===== config.mk =====
export PLATFORM = sky130hd
export DESIGN_NAME = prod_accumulator_flat
export DESIGN_NICKNAME = d
export VERILOG_FILES = /design/src/rtl/prod_accumulator_pkg.sv /design/src/rtl/prod_accumulator_if.sv /design/src/rtl/prod_accumulator_fifo.sv /design/src/rtl/prod_accumulator.sv /design/src/flat_wrapper.sv
export SDC_FILE = /design/constraint.sdc
export NUM_CORES = 1
export LEC_CHECK = 0
export ABC_AREA = 1
export BUFFER_PORTS_ARGS = -buffer_cell sky130_fd_sc_hd__buf_2
export CORE_UTILIZATION = 45
export DETAILED_ROUTE_END_ITERATION = 10
export MAX_ROUTING_LAYER = met4
export PLACE_DENSITY = 0.62
export SLEW_MARGIN = 15
export SYNTH_ARGS = -nofsm -noshare
export SYNTH_HDL_FRONTEND = slang
export SYNTH_HIERARCHICAL = 1
export SYNTH_SLANG_ARGS = --single-unit

===== constraint.sdc =====
create_clock -name clk -period 8.3 [get_ports clk]
set_input_delay 0 -clock clk [delete_from_list [all_inputs] [get_ports clk]]
set_output_delay 0 -clock clk [all_outputs]
set_load 0.02 [all_outputs]

===== src/rtl/prod_accumulator_pkg.sv =====
// Shared widths, FSM state type and the requantization helper for the
// product accumulator and the stages built around it.
package tinyml_acc_pkg;

   localparam int PROD_W  = 64;
   localparam int ACC_W   = 72;
   localparam int OUT_W   = 32;
   localparam int SHIFT_W = 6;

   typedef enum logic {
      IDLE,
      ACCUM
   } acc_state_t;

   // Rounding right-shift (round half up) followed by unsigned saturation to
   // OUT_W bits. The extra top bit keeps the rounding carry from wrapping.
   // Result is {saturated, data}.
   function automatic logic [OUT_W:0] requant(input logic [ACC_W-1:0]   sum,
                                              input logic [SHIFT_W-1:0] shift);
      logic [ACC_W:0] bias;
      logic [ACC_W:0] r;
      logic [OUT_W:0] result;
      bias = '0;
      if (shift != '0) begin
         bias = {{ACC_W{1'b0}}, 1'b1} << (shift - 1'b1);
      end
      r = ({1'b0, sum} + bias) >> shift;
      if (r > {{(ACC_W+1-OUT_W){1'b0}}, {OUT_W{1'b1}}}) begin
         result = {1'b1, {OUT_W{1'b1}}};
      end else begin
         result = {1'b0, r[OUT_W-1:0]};
      end
      return result;
   endfunction

endpackage


===== src/rtl/prod_accumulator_if.sv =====
// Product stream in, requantized result stream out.
interface prod_accumulator_if;
   import tinyml_acc_pkg::*;

   logic               in_valid;
   logic [PROD_W-1:0]  in_prod;
   logic               in_last;
   logic [SHIFT_W-1:0] shift_amt;
   logic               out_valid;
   logic [OUT_W-1:0]   out_data;
   logic               out_sat;
   logic               out_ready;

   // Producer/consumer side
   modport master (
      output in_valid, in_prod, in_last, shift_amt, out_ready,
      input  out_valid, out_data, out_sat
   );

   // Accumulator side
   modport slave (
      input  in_valid, in_prod, in_last, shift_amt, out_ready,
      output out_valid, out_data, out_sat
   );

endinterface


===== src/rtl/prod_accumulator_fifo.sv =====
// Small synchronous FIFO; a push into a full FIFO only lands when a pop
// frees the head slot in the same cycle.
module sync_fifo #(
   parameter int WIDTH = 33,
   parameter int DEPTH = 4
) (
   input  logic                   clk,
   input  logic                   rst,
   input  logic                   push,
   input  logic                   pop,
   input  logic [WIDTH-1:0]       wr_data,
   output logic [WIDTH-1:0]       rd_data,
   output logic                   full,
   output logic                   empty,
   output logic [$clog2(DEPTH):0] level
);

   localparam int PTR_W = $clog2(DEPTH);
   localparam int LVL_W = PTR_W + 1;

   logic [WIDTH-1:0] mem_q [DEPTH];
   logic [PTR_W-1:0] wr_ptr_q, wr_ptr_d;
   logic [PTR_W-1:0] rd_ptr_q, rd_ptr_d;
   logic [LVL_W-1:0] level_q, level_d;
   logic             pop_ok;
   logic             push_ok;

   assign empty   = (level_q == '0);
   assign full    = (level_q == LVL_W'(DEPTH));
   assign level   = level_q;
   assign pop_ok  = pop && !empty;
   assign push_ok = push && (!full || pop_ok);
   assign rd_data = empty ? '0 : mem_q[rd_ptr_q];

   // Advance pointers and occupancy; pointers wrap naturally at DEPTH
   always_comb begin
      wr_ptr_d = wr_ptr_q;
      rd_ptr_d = rd_ptr_q;
      level_d  = level_q + LVL_W'(push_ok) - LVL_W'(pop_ok);
      if (push_ok) wr_ptr_d = wr_ptr_q + PTR_W'(1);
      if (pop_ok)  rd_ptr_d = rd_ptr_q + PTR_W'(1);
   end

   // Pointer and level registers
   always_ff @(posedge clk) begin
      if (rst) begin
         wr_ptr_q <= '0;
         rd_ptr_q <= '0;
         level_q  <= '0;
      end else begin
         wr_ptr_q <= wr_ptr_d;
         rd_ptr_q <= rd_ptr_d;
         level_q  <= level_d;
      end
   end

   // Entry storage; contents are don't-care until written
   always_ff @(posedge clk) begin
      if (push_ok) mem_q[wr_ptr_q] <= wr_data;
   end

endmodule


===== src/rtl/prod_accumulator.sv =====
// Sums grouped multiplier products, requantizes each finished sum and queues
// it for the consumer. Never backpressures the multiplier: a result that
// finds the FIFO full is dropped and flagged in drop_err.
module prod_accumulator
   import tinyml_acc_pkg::*;
#(
   parameter int DEPTH = 4
) (
   input  logic                   clk,
   input  logic                   rst,
   prod_accumulator_if.slave      bus,
   input  logic                   clear_err,
   output logic [$clog2(DEPTH):0] fifo_level,
   output logic                   drop_err
);

   acc_state_t         state_q, state_d;
   logic [ACC_W-1:0]   acc_q, acc_d;
   logic [SHIFT_W-1:0] shift_q, shift_d;
   logic               sat_q, sat_d;
   logic               drop_err_q, drop_err_d;

   logic [ACC_W-1:0]   addend;
   logic [ACC_W:0]     ext_sum;
   logic               acc_carry;
   logic [ACC_W-1:0]   sum_sat;
   logic [SHIFT_W-1:0] grp_shift;
   logic               grp_sat;
   logic [OUT_W:0]     rq;
   logic [OUT_W:0]     push_data;
   logic [OUT_W:0]     head_data;
   logic               push, pop, full, empty, drop;

   // Datapath: add beat to running sum, saturate on carry, requantize
   always_comb begin
      addend    = (state_q == ACCUM) ? acc_q : '0;
      ext_sum   = {1'b0, addend} + {{(ACC_W+1-PROD_W){1'b0}}, bus.in_prod};
      acc_carry = ext_sum[ACC_W];
      sum_sat   = acc_carry ? {ACC_W{1'b1}} : ext_sum[ACC_W-1:0];
      grp_shift = (state_q == IDLE) ? bus.shift_amt : shift_q;
      grp_sat   = (state_q == ACCUM) && sat_q;
      rq        = requant(sum_sat, grp_shift);
      push      = bus.in_valid && bus.in_last;
      push_data = {grp_sat | acc_carry | rq[OUT_W], rq[OUT_W-1:0]};
      pop       = !empty && bus.out_ready;
      drop      = push && full && !pop;
   end

   // Next-state: a non-last beat opens a group, a last beat closes it
   always_comb begin
      state_d = state_q;
      unique case (state_q)
         IDLE:    if (bus.in_valid && !bus.in_last) state_d = ACCUM;
         ACCUM:   if (bus.in_valid &&  bus.in_last) state_d = IDLE;
         default: state_d = IDLE;
      endcase
   end

   // Accumulator, group shift/saturation and sticky drop flag updates
   always_comb begin
      acc_d      = acc_q;
      shift_d    = shift_q;
      sat_d      = sat_q;
      drop_err_d = drop_err_q;
      if (bus.in_valid) begin
         if (bus.in_last) begin
            acc_d = '0;
            sat_d = 1'b0;
         end else begin
            acc_d   = sum_sat;
            sat_d   = grp_sat | acc_carry;
            shift_d = grp_shift;
         end
      end
      if (drop) begin
         drop_err_d = 1'b1;
      end else if (clear_err) begin
         drop_err_d = 1'b0;
      end
   end

   // State register; reset discards any group in progress
   always_ff @(posedge clk) begin
      if (rst) begin
         state_q    <= IDLE;
         acc_q      <= '0;
         shift_q    <= '0;
         sat_q      <= 1'b0;
         drop_err_q <= 1'b0;
      end else begin
         state_q    <= state_d;
         acc_q      <= acc_d;
         shift_q    <= shift_d;
         sat_q      <= sat_d;
         drop_err_q <= drop_err_d;
      end
   end

   sync_fifo #(
      .WIDTH (OUT_W + 1),
      .DEPTH (DEPTH)
   ) u_fifo (
      .clk     (clk),
      .rst     (rst),
      .push    (push),
      .pop     (pop),
      .wr_data (push_data),
      .rd_data (head_data),
      .full    (full),
      .empty   (empty),
      .level   (fifo_level)
   );

   assign bus.out_valid = !empty;
   assign bus.out_data  = head_data[OUT_W-1:0];
   assign bus.out_sat   = head_data[OUT_W];
   assign drop_err      = drop_err_q;

endmodule


===== src/flat_wrapper.sv =====
// flat-port wrapper written by rule: the top's interface ports become plain ports
module prod_accumulator_flat import tinyml_acc_pkg::*;
#(
   parameter int DEPTH = 4
)
  (clk, rst, clear_err, fifo_level, drop_err, bus_in_valid, bus_in_prod, bus_in_last, bus_shift_amt, bus_out_ready, bus_out_valid, bus_out_data, bus_out_sat);
  prod_accumulator_if bus_i ();
  input  logic clk;
  input  logic rst;
  input  logic clear_err;
  output logic [$clog2(DEPTH):0] fifo_level;
  output logic drop_err;
  input wire logic [$bits(bus_i.in_valid)-1:0] bus_in_valid;
  input wire logic [$bits(bus_i.in_prod)-1:0] bus_in_prod;
  input wire logic [$bits(bus_i.in_last)-1:0] bus_in_last;
  input wire logic [$bits(bus_i.shift_amt)-1:0] bus_shift_amt;
  input wire logic [$bits(bus_i.out_ready)-1:0] bus_out_ready;
  output wire logic [$bits(bus_i.out_valid)-1:0] bus_out_valid;
  output wire logic [$bits(bus_i.out_data)-1:0] bus_out_data;
  output wire logic [$bits(bus_i.out_sat)-1:0] bus_out_sat;
  assign bus_i.in_valid = bus_in_valid;
  assign bus_i.in_prod = bus_in_prod;
  assign bus_i.in_last = bus_in_last;
  assign bus_i.shift_amt = bus_shift_amt;
  assign bus_i.out_ready = bus_out_ready;
  assign bus_out_valid = bus_i.out_valid;
  assign bus_out_data = bus_i.out_data;
  assign bus_out_sat = bus_i.out_sat;
  prod_accumulator #(.DEPTH(DEPTH)) u_core (.clk(clk), .rst(rst), .bus(bus_i), .clear_err(clear_err), .fifo_level(fifo_level), .drop_err(drop_err));
endmodule

==> results by group <==
Cells and area
  – Layout cell share with drive strength beyond 1: 0.101
  – Most frequent cells in the layout: 1128 x sky130_fd_sc_hd__nand2_1, 466 x sky130_fd_sc_hd__nor2_1, 383 x sky130_fd_sc_hd__inv_1, 383 x sky130_fd_sc_hd__nand3_1, 348 x sky130_fd_sc_hd__a21oi_1
  – Non-filler instance count after layout: 4811
  – Commonest non-fill, non-tap cell in the layout: sky130_fd_sc_hd__nand2_1
  – Number of nets in the finished design: 4309
  – Area growth from synthesis to final layout: 8.52%
  – Filler cell count in the final layout: 5864
  – Antenna fix cells: 0

Synthesis
  – Most instantiated flip-flop cell in the synthesis netlist: sky130_fd_sc_hd__edfxtp_1
  – Compound-cell area share of the yosys netlist: 0.177
  – Number of synthesized register bits: 222
  – Number of unique standard cell types used by synthesis: 65
  – Post-Synthesis Cell Area: 0.0249 sq mm
  – Mux share of post-synthesis cell area: 0.00443
  – Yosys Warn Count: 6
  – EDFF count, synth: 132
  – Main combinational cell family by area after synthesis: simple AND/OR/NAND/NOR gates
  – Sequential share of the synthesized area: 0.232
  – Mapped Cells: 4064
  – Xor/xnor share of the synthesized area: 0.0264
  – Adder-cell share of the synthesized area: 0.0694
  – Simple-gate area share of the yosys netlist: 0.397
  – Syn Nets: 4276
  – Synth async-reset ratio: 0
  – Syn Area/Cell: 6.12 sq um

Power
  – Power density normalized to cell area: 154 mW/mm^2
  – Switching Fraction: 0.432
  – Largest voltage drop on the vdd net: 0.000195 V
  – Flop pwr share: 0.293
  – Part of the power in the clock network: 0.286
  – Cell-internal power: 0.00235 W
  – Leakage dissipation: 12.5 nW
  – Switching power: 0.00179 W
  – Relative contribution of combinational cells to total power: 0.421

Drt
  – First-pass iteration count of the detailed router: 6
  – Iter 0 DRT Violations: 2898
  – Final antenna-violating net count: 0
  – Wirelength, routed: 93300 um
  – Per-cell routed wire length: 19.4 um
  – Vias per cell: 5.64
  – Vias post-DR: 27111
  – Detailed-route DRC error count: 0

Placement
  – Port buffer count: 113
  – Cell count after placement: 4753
  – RePlAce Congestion: 1.05
  – HPWL reported at the end of detailed placement: 72900 um

Clock tree
  – CTS Buf Count: 28
  – Buffer cell driving the clock tree root: sky130_fd_sc_hd__clkbuf_16
  – Clock transition at the register clock pins on the worst setup and hold paths after CTS: 0.06 ns
  – CTS tree: done
  – Number of H-tree levels: 1
  – Source-to-sink clock delay at the later pin of the worst-skew pair: 0.59 ns
  – Clk buf depth: 3
  – Clock sink count: 222

STA
  – Setup TNS: 0 ns
  – Post-Route Skew: 0.0209 ns
  – Maximum operating frequency: 127 MHz
  – Fin Hold WS: 0.0530 ns
  – # setup viols final: 0
  – Setup repair after global routing missed its margin: false
  – Max-slew violation count: 0
  – Fin crit period: 7.87 ns
  – Number of hold violations in the final report: 0
  – Tcrit/Tclk final: 0.948
  – Transition time at the pin with the least slew margin: 1.18 ns
  – Slew Limit Headroom: 0.215

Die
  – Core outline area: 0.0542 sq mm
  – DIE AREA: 0.0562 sq mm
  – Placement row count: 85
  – Chip Height: 237 um
  – Overall die width: 237 um
  – Initial Utilization: 0.458
  – Total I/O pin count: 114

Setup path
  – Arrival time reported for the critical path endpoint: 8.28 ns
  – Type of the worst setup path: register to register
  – Cell depth of the worst flop-to-flop path: 44
  – Reg2Reg Capture Point: u_core/u_fifo/mem_q[0][32]
  – Dominant cell type by count on the critical path: sky130_fd_sc_hd__nand2_1
  – Reg-to-reg setup timing slack: 0.43 ns
  – CP peak stage delay: 0.45 ns
  – CP Max Fanout: 33
  – Top Family by Delay on Critical Path: simple AND/OR/NAND/NOR gates
  – Data required time of the worst path: 8.72 ns
  – Crit path max-delay cell type: sky130_fd_sc_hd__nand4_1
  – Bufs and invs on worst path: 7
  – Endpoint type of the worst setup path: register
  – Nature of the critical path startpoint: register

GRT
  – Via count of the first global-routing pass: 25080
  – GRT Resource Usage Total: 0.336
  – Pin count of the biggest net entering global routing: 85
  – Wire length of the first global-routing pass: 143000 um
  – GRT overflow: 0
  – Number of antenna violations at the first check in global routing: 0

Hold path
  – Hold crit path type: input port to register
  – Critical hold path startpoint: bus_in_prod[1]
  – Cell depth of the worst min-delay path: 5
  – Hold Path Sink: u_core/acc_q[1]

Status
  – Run status: finished, final reports clean

Flow run
  – Maximum capacitance violations: 0
[synth_stat cells, drive strengths merged (28+ instances only)]
master  instances  area share
o21ai         332       0.067
nand2        1158        0.18
ha            133       0.067
a21oi         350       0.071
edfxtp        132        0.16
xor2           56       0.020
nor2          494       0.079
nand3         450        0.11
inv           401       0.061
dfxtp          90       0.072
or2            50       0.013
clkbuf         88       0.013
buf            76       0.018
a31oi          28      0.0073
[per-layer routing]
layer / GRT usage / vias to the layer above / wire length (um)
li1: - / 13553 / -
met1: 0.449 / 12394 / 42200
met2: 0.519 / 1007 / 40900
met3: 0.0560 / 157 / 7230
met4: 0.0948 / 0 / 2970
met5: - / - / 0
[kinds of logic (layout without fill, tap and decap cells)]
group,Yosys count,after routing
other cells,1,1
flops,222,222
simple gates,2230,2230
fa+ha+maj,136,136
mux,11,11
compound gates,815,815
buf+inv,574,625
xor+xnor,75,75
[power groups by stage]
stage	Clock [W]	Sequential, W	Combinational, W
after floorplan	0	0.00124	0.00118
after global placement	0	0.00124	0.00171
after detailed placement	0	0.00124	0.00170
after CTS	0.00121	0.00122	0.00172
after global routing	0.00124	0.00122	0.00191
final	0.00118	0.00121	0.00174
[worst register-to-register path: cells and delay by family (launching register included)]
kind / cells / cell delay, ns
and+or+nand+nor: 31 / 4.27
buffers and inverters: 7 / 1.10
adders and majority gates: 3 / 1.08
AOI/OAI and AO/OA: 3 / 0.80
DFF: 1 / 0.44
[registers in the layout, summed over array words and instances, names as in the netlist, named ones only]
| name | flops |
|---|---|
| u_core/acc_q | 72 |
| u_core/sat_q | 1 |
| u_core/u_fifo/mem_q | 132 |
| u_core/drop_err | 1 |
| u_core/u_fifo/wr_ptr_q | 2 |
| u_core/shift_q | 6 |
| u_core/u_fifo/level | 3 |
| u_core/u_fifo/rd_ptr_q | 2 |
[worst max-delay path by stage]
| stage | endpoint | slack [ns] | depth (start not counted) |
|---|---|---|---|
| floorplan | u_core/u_fifo/mem_q[0][10] | 1.89 | 48 |
| CTS | u_core/u_fifo/mem_q[0][32] | 0.29 | 37 |
| detailed placement | u_core/u_fifo/mem_q[1][32] | 0.31 | 37 |
| finish | u_core/u_fifo/mem_q[0][32] | 0.43 | 44 |
| global route | u_core/u_fifo/mem_q[2][32] | 0.07 | 45 |
| global placement | u_core/u_fifo/mem_q[1][32] | 0.23 | 37 |
[timing repair]
action / 4_1_cts / 5_1_grt
setup endpoints to repair: 0 / 132
hold endpoints to repair: 36 / 0
setup buffers: 0 / 2
hold buffers: 8 / 0
resized for setup: 0 / 4
[per-stage QoR]
step	utilization	power (W)	cell area, sq um	setup slack [ns]
2_1_floorplan	-	0.00241	24900	1.89
3_3_place_gp	0.479	0.00295	26000	0.231
3_5_place_dp	0.479	0.00295	26000	0.310
4_1_cts	0.496	0.00414	26900	0.287
5_1_grt	0.497	0.00437	27000	0.0735
6_report	0.497	0.00414	27000	0.435
[area by class of cell]
class                           instances  area (sq um)  area share
Clock buffer                           30           708      0.0263
Clock inverter                         18           165     0.00612
Inverter                              410          1550      0.0573
Multi-Input combinational cell       3268         16900       0.625
Sequential cell                       222          5770       0.214
Tap cell                              696           871      0.0323
Timing Repair Buffer                  167          1050      0.0390
(Power assumes the default switching activity.)
